[src/rtl/string_gen.sv]
`default_nettype none
// string_gen: emits "D s D s ... D" ASCII streams over a valid/ready handshake.
// Revision 1.0
module string_gen #(
   parameter int LEN_W = 8
) (
   input  logic             clk,
   input  logic             clr_n,
   input  logic             start,
   input  logic [LEN_W-1:0] len,
   input  logic [3:0]       seed,
   input  logic [7:0]       sep,
   input  logic             out_ready,
   output logic [7:0]       out_char,
   output logic             out_valid,
   output logic             busy,
   output logic             done,
   output logic             err
);

   typedef enum logic [1:0] {
      IDLE  = 2'd0,
      DIGIT = 2'd1,
      SEP   = 2'd2,
      DONE  = 2'd3
   } state_t;

   state_t           state;
   logic [LEN_W-1:0] remaining;
   logic [3:0]       digit;
   logic [7:0]       sep_q;

   logic             xfer;
   logic             bad_start;
   logic [3:0]       digit_inc;

   assign xfer      = out_valid & out_ready;
   assign bad_start = (len == '0) || (seed > 4'd9) || ((sep >= 8'h30) && (sep <= 8'h39));
   assign digit_inc = (digit == 4'd9) ? 4'd0 : digit + 4'd1;

   always_ff @(posedge clk or negedge clr_n) begin
      if (!clr_n) begin
         state     <= IDLE;
         remaining <= '0;
         digit     <= 4'd0;
         sep_q     <= 8'h00;
         out_char  <= 8'h00;
         out_valid <= 1'b0;
         busy      <= 1'b0;
         done      <= 1'b0;
         err       <= 1'b0;
      end else begin
         // done/err are single-cycle pulses unless re-armed below
         done <= 1'b0;
         err  <= 1'b0;
         case (state)
            IDLE: begin
               if (start) begin
                  if (bad_start) begin
                     err <= 1'b1;
                  end else begin
                     state     <= DIGIT;
                     remaining <= len;
                     digit     <= seed;
                     sep_q     <= sep;
                     out_char  <= 8'h30 + {4'h0, seed};
                     out_valid <= 1'b1;
                     busy      <= 1'b1;
                  end
               end
            end
            DIGIT: begin
               if (xfer) begin
                  if (remaining == {{(LEN_W-1){1'b0}}, 1'b1}) begin
                     state     <= DONE;
                     out_valid <= 1'b0;
                     busy      <= 1'b0;
                     done      <= 1'b1;
                  end else begin
                     state     <= SEP;
                     out_char  <= sep_q;
                     remaining <= remaining - 1'b1;
                  end
               end
            end
            SEP: begin
               if (xfer) begin
                  state    <= DIGIT;
                  digit    <= digit_inc;
                  out_char <= 8'h30 + {4'h0, digit_inc};
               end
            end
            DONE: begin
               state <= IDLE;
            end
            default: begin
               state <= IDLE;
            end
         endcase
      end
   end

endmodule
`default_nettype wire
[config.mk]
export PLATFORM = sky130hd
export DESIGN_NAME = string_gen
export DESIGN_NICKNAME = d
export VERILOG_FILES = /design/src/rtl/string_gen.sv
export SDC_FILE = /design/constraint.sdc
export NUM_CORES = 1
export LEC_CHECK = 0
export CORE_AREA = 5 5 89 71
export DETAILED_ROUTE_END_ITERATION = 16
export DIE_AREA = 0 0 94 76
export PLACE_DENSITY = 0.73
export SLEW_MARGIN = 0
export SYNTH_ARGS = -nofsm -noshare
export SYNTH_HDL_FRONTEND = slang
export SYNTH_SLANG_ARGS = --single-unit
[constraint.sdc]
create_clock -name clk -period 2.8 [get_ports clk]
set_input_delay 0.7 -clock clk [delete_from_list [all_inputs] [get_ports clk]]
set_output_delay 0.7 -clock clk [all_outputs]
set_load 0.03 [all_outputs]
==> results.py, run 1 <==
metrics = {
    "status": {
        "status": "complete, no violations",
    },
    "final_layout": {
        "finish.net_count": 281,
        "area_delta_synth_final_pct": 29.52,
        "drive_gt1_share_pct": 16.33,
        "insertedDiodeCount": 0,
        "fin_util_pct": 47.71,
        "fin_cells": 329,
        "final_area_mm2": 0.002608,
        "multi_input_area_mm2": 0.001087,
        "fill_cells": 537,
        "ff_latch_area_um2": 825.8,
    },
    "logic_synthesis": {
        "synth_mux_area_share_pct": 12.49,
        "synth_top_family_by_area": "simple AND/OR/NAND/NOR gates",
        "synth_xor_area_share_pct": 0.4351,
        "synth_cells": 207,
        "synth-simple-area-share_pct": 18.83,
        "ys_seq_elements": 33,
        "synth-edff-count": 0,
        "syn-num-nets": 237,
        "async_flop_share_pct": 100.0,
        "ys.flop_type": "dfrtp_1",
        "avgSynthCellArea_um2": 9.726,
        "synth-compound-area-share_pct": 18.52,
        "synth_warnings": 0,
        "synth-adder-area-share_pct": 3.729,
        "syn_area_mm2": 0.002013,
        "yosysUniqueCellTypes": 49,
        "ys_seq_area_share_pct": 41.02,
    },
    "sta": {
        "clock_skew_ns": 0.002839,
        "setup_viol": 0,
        "period_needed_ns": 2.522,
        "rsz0062_at_grt": "false",
        "worstMarginPinSlew_ns": 0.5687,
        "post-route-period-util_pct": 90.06,
        "hold_slack_ns": 0.5098,
        "tns_ns": 0,
        "fin_ws_ns": 0.2782,
        "hold_viol": 0,
        "slew_headroom_pct": 61.56,
        "drv_slew": 0,
        "fmax_mhz": 396.5,
    },
    "min_path": {
        "worstHoldStart": "sep_q[6]",
        "hold_path.class": "reg -> reg",
        "whs_path_depth": 1,
        "hold_end": "sep_q[6]",
    },
    "clock_tree": {
        "cts_buffers": 5,
        "cts_buffer_depth": 2,
        "insertion_delay_ns": 0.28,
        "cts_hold_buf": 0,
        "cts_tree": "built",
        "clockRootBuffer": "clkbuf_8",
        "htree_levels": 2,
        "post_cts_buffers": 0,
        "ctsResizeCount": 0,
        "cts_sinks": 33,
        "clk_pin_slew_ns": 0.06,
    },
    "global_route": {
        "overflow": 0,
        "grt_use_met1_pct": 19.99,
        "antenna_found_initial": 0,
        "gr-max-usage-layer": "met2",
        "grt_max_degree": 34,
        "use_met2_pct": 21.83,
        "grt_use_met3_pct": 2.863,
        "first_global_vias": 1726,
        "grt_usage_pct": 14.44,
        "grt_pass1_wl_um": 8252,
    },
    "critical_path": {
        "arrival_ns": 2.69,
        "r2r_start": "state[1]",
        "cp_slowest_cell": "clkdlybuf4s50_1",
        "worst_r2r_endpoint": "remaining[2]",
        "critical_path_buf_inv_count": 4,
        "cpPeakStageDelay_ns": 0.43,
        "end_kind": "flop",
        "reg2reg_setup_slack_ns": 0.48,
        "cp-start-kind": "input port",
        "r2r_cells": 8,
        "critPathKind": "in -> reg",
        "worstPathMaxFanout": 16,
        "path_common_cell": "buf_4",
        "crit_chain": "clkdlybuf4s50_1, nor4_1, buf_4, a21oi_4, buf_4, o211ai_1, buf_12, nor3_1, a211o_2",
        "crit_family": "buffers and inverters",
        "required_ns": 2.97,
    },
    "placed_design": {
        "portBuffers": 35,
        "place_area_mm2": 0.002521,
        "post-place-ws_ns": -0.01209,
        "placed_cells": 322,
        "place_congestion": 0.8654,
        "hpwl_um": 3612,
    },
    "floorplan": {
        "initial_core_util_pct": 36.84,
        "num_rows": 24,
        "die_area_mm2": 0.007144,
        "pin_count": 36,
        "die_x_um": 94,
        "core_area_mm2": 0.005465,
        "die_y_um": 76,
    },
    "routing": {
        "viasPerCell": 5.188,
        "ant_nets": 0,
        "first_pass_iters": 4,
        "drtIter0Drc": 162,
        "vias": 1707,
        "post_drt_wl_per_cell_um": 14.56,
        "routed_wl_um": 4791,
        "drc": 0,
    },
    "power": {
        "p_leak_nw": 1.112,
        "cellPowerDensity_mw_per_mm2": 1115,
        "vdd_ir_drop_max_mv": 0.4198,
        "fin_total_pwr_mw": 2.906,
    },
    "flow_run": {
        "max_cap_violations": 0,
    },
}
[layout make-up]
class,count,share of cell area (%)
sequential,33,31.67
timing repair buffer,48,18.14
clock buffer,7,3.311
multi-input combinational,153,41.70
inverter,10,1.440
tap,78,3.743
[synthesized netlist by cell type (all sizes together) (2+ instances only)]
master,instances,area [um^2]
a21o,2,15.01
a21oi,13,76.33
ha,6,75.07
nand2,18,67.56
dfrtp,33,825.8
nor2,12,45.04
nand3,8,40.04
nand2b,8,50.05
nor4b,2,17.52
mux2,15,191.4
a211o,2,18.77
o21a,2,15.01
a21boi,3,22.52
inv,10,37.54
mux2i,6,60.06
a22oi,3,22.52
o22a,4,35.03
o21ai,14,70.07
nor4,3,18.77
a31oi,3,18.77
o31ai,2,15.01
clkbuf,6,22.52
nor2b,5,31.28
buf,5,40.04
nor3,3,15.01
[flip-flops by register name, summed over array words and instances (netlist names)]
register / cells
out_char: 8
remaining: 8
sep_q: 8
digit: 4
state: 2
busy: 1
done: 1
err: 1
[logic make-up (layout without fill, tap and decap cells)]
kind of cell | Yosys count | count (layout)
xor+xnor | 1 | 1
flops | 33 | 33
buf+inv | 21 | 65
simple gates | 70 | 70
fa+ha+maj | 6 | 6
mux | 21 | 21
compound gates | 55 | 55
[routing by layer]
layer,vias up,wire length (um)
met4,0,106
li1,842,-
met3,12,218
met1,808,2332
met5,-,0
met2,45,2133
[power by group]
part	switching, mW	internal [mW]	leakage (nW)
sequential	0.199	0.703	0.394
combinational	0.808	0.837	0.674
clock	0.165	0.195	0.0443
[how the worst max path moves through the flow]
stage | depth (start not counted) | startpoint | endpoint
finish | 9 | len[2] | remaining[2]
floorplan | 6 | len[6] | remaining[3]
global placement | 9 | len[2] | remaining[2]
CTS | 9 | len[2] | remaining[2]
global route | 9 | len[2] | remaining[2]
detailed placement | 9 | len[2] | remaining[2]
[placed cells by master, fill, tap and decap left out, drive strengths merged, types with 2 or more instances in the layout]
cell,Yosys,layout
o31ai,2,2
nand3,8,8
o21ai,14,14
nand2,18,18
inv,10,10
mux2i,6,6
a22oi,3,3
a21boi,3,3
buf,5,13
clkbuf,6,7
nor3,3,3
o21a,2,2
nor4b,2,2
nor4,3,3
o22a,4,4
nand2b,8,8
ha,6,6
clkdlybuf4s50,0,35
nor2b,5,5
mux2,15,15
a21o,2,2
dfrtp,33,33
a31oi,3,3
nor2,12,12
a211o,2,2
a21oi,13,13
No activity file was read; power rests on OpenSTA's default activity.
==> inputs of run 2 (changes only) <==
--- a/config.mk
+++ b/config.mk
@@ -5,10 +5,10 @@
 export SDC_FILE = /design/constraint.sdc
 export NUM_CORES = 1
 export LEC_CHECK = 0
-export CORE_AREA = 5 5 89 71
+export CORE_AREA = 5 5 110 86
 export DETAILED_ROUTE_END_ITERATION = 16
-export DIE_AREA = 0 0 94 76
-export PLACE_DENSITY = 0.73
+export DIE_AREA = 0 0 115 91
+export PLACE_DENSITY = 0.55
 export SLEW_MARGIN = 0
 export SYNTH_ARGS = -nofsm -noshare
 export SYNTH_HDL_FRONTEND = slang
==> results.py, run 2 (synthesized netlist as in run 1, its figures left out) <==
metrics = {
    "floorplan": {
        "core_area_mm2": 0.008273,
        "die_y_um": 91,
        "num_rows": 29,
        "die_area_mm2": 0.01047,
        "pin_count": 36,
        "die_x_um": 115,
        "initial_core_util_pct": 24.33,
    },
    "critical_path": {
        "end_kind": "flop",
        "crit_chain": "inv_1, ha_1, nor4b_1, a311oi_1, o211ai_1, buf_12, nor3_1, a211o_2",
        "r2r_cells": 8,
        "required_ns": 2.98,
        "critPathKind": "reg -> reg",
        "worstPathMaxFanout": 16,
        "worst_r2r_endpoint": "remaining[2]",
        "cp_slowest_cell": "nor4b_1",
        "cp-start-kind": "flop",
        "reg2reg_setup_slack_ns": 0.24,
        "r2r_start": "state[1]",
        "cpPeakStageDelay_ns": 0.61,
        "arrival_ns": 2.74,
    },
    "clock_tree": {
        "cts_buffers": 5,
        "cts_tree": "built",
        "htree_levels": 2,
        "cts_sinks": 33,
        "insertion_delay_ns": 0.29,
        "clockRootBuffer": "clkbuf_8",
        "post_cts_buffers": 0,
        "clk_pin_slew_ns": 0.07,
        "cts_hold_buf": 0,
        "ctsResizeCount": 0,
        "cts_buffer_depth": 2,
    },
    "routing": {
        "ant_nets": 0,
        "drc": 0,
        "viasPerCell": 4.625,
        "first_pass_iters": 4,
        "drtIter0Drc": 93,
        "post_drt_wl_per_cell_um": 14.02,
        "vias": 1665,
        "routed_wl_um": 5047,
    },
    "min_path": {
        "whs_path_depth": 1,
        "hold_path.class": "reg -> reg",
        "hold_end": "sep_q[6]",
        "worstHoldStart": "sep_q[6]",
    },
    "sta": {
        "tns_ns": 0,
        "drv_slew": 0,
        "rsz0062_at_grt": "false",
        "worstMarginPinSlew_ns": 0.6705,
        "fmax_mhz": 390.1,
        "hold_viol": 0,
        "post-route-period-util_pct": 91.55,
        "clock_skew_ns": 0.008268,
        "setup_viol": 0,
        "slew_headroom_pct": 54.67,
        "period_needed_ns": 2.563,
    },
    "final_layout": {
        "finish.net_count": 281,
        "area_delta_synth_final_pct": 32.13,
        "final_common_cell": "clkdlybuf4s50_1",
        "drive_gt1_share_pct": 17.06,
        "final_cell_mix": "35 x clkdlybuf4s50_1, 33 x dfrtp_1, 18 x nand2_1, 14 x o21ai_0",
        "reg_top3": "out_char: 8 flops, remaining: 8 flops, sep_q: 8 flops",
        "final_area_mm2": 0.002660,
        "insertedDiodeCount": 0,
        "fill_cells": 866,
    },
    "power": {
        "cellPowerDensity_mw_per_mm2": 1108,
        "p_leak_nw": 1.120,
        "vdd_ir_drop_max_mv": 0.3597,
    },
    "flow_run": {
        "max_cap_violations": 0,
    },
    "placed_design": {
        "place_area_mm2": 0.002559,
        "place_congestion": 0.7826,
        "portBuffers": 35,
        "hpwl_um": 3840,
    },
    "global_route": {
        "antenna_found_initial": 0,
        "overflow": 0,
        "grt_pass1_wl_um": 8211,
        "first_global_vias": 1582,
        "grt_max_degree": 34,
        "grt_usage_pct": 9.894,
    },
    "status": {
        "status": "complete, no violations",
    },
}
-- run 2: layout make-up --
type	count	area, um^2	share of cell area, %
Sequential cell	33	825.8	31.04
Timing Repair Buffer	48	473.0	17.78
Tap cell	108	135.1	5.080
Inverter	10	37.54	1.411
Clock buffer	7	96.34	3.622
Multi-Input combinational cell	153	1087	40.87
Clock inverter	1	5.005	0.1881
-- run 2: stage by stage --
| step | setup slack, ns | utilization [%] | power [mW] | std cells | hold slack (ns) |
|---|---|---|---|---|---|
| floorplan | 0.5457 | - | 2.072 | 207 | 0.4044 |
| global placement | 0.04926 | 30.93 | 2.528 | 352 | 0.4896 |
| detailed placement | 0.02188 | 30.93 | 2.560 | 352 | 0.4958 |
| CTS | 0.2990 | 32.15 | 2.972 | 360 | 0.5111 |
| global route | 0.09811 | 32.15 | 3.172 | 360 | 0.5240 |
| finish | 0.2365 | 32.15 | 2.949 | 360 | 0.5056 |
-- run 2: worst max-delay path by stage --
stage	endpoint	startpoint	cells after the start
floorplan	remaining[3]	len[6]	6
global placement	out_char[0]	seed[1]	6
detailed placement	out_char[2]	seed[1]	6
CTS	remaining[2]	state[1]	8
global route	remaining[2]	state[1]	8
finish	remaining[2]	state[1]	8
-- run 2: metal layers --
layer  part of all wire [%]  vias to the layer above  global-route usage (%)
met3                    5.8                        7                   2.525
met5                      0                        -                       0
met2                     41                       40                   13.54
met1                     52                      776                   14.88
met4                    1.5                        0                   3.519
li1                       -                      842                       -
-- run 2: power by group --
| group | internal, mW | switching [mW] |
|---|---|---|
| Sequential | 0.702 | 0.210 |
| Combinational | 0.833 | 0.802 |
| Clock | 0.222 | 0.179 |
| Total | 1.76 | 1.19 |
-- run 2: critical path, delay by kind of cell (launching register included) --
family,cells,cell delay [ns]
flip-flops,1,0.41
buffers and inverters,2,0.27
AO/OA/AOI/OAI,3,0.71
adder cells (fa/ha/maj),1,0.40
AND/OR/NAND/NOR,2,0.66
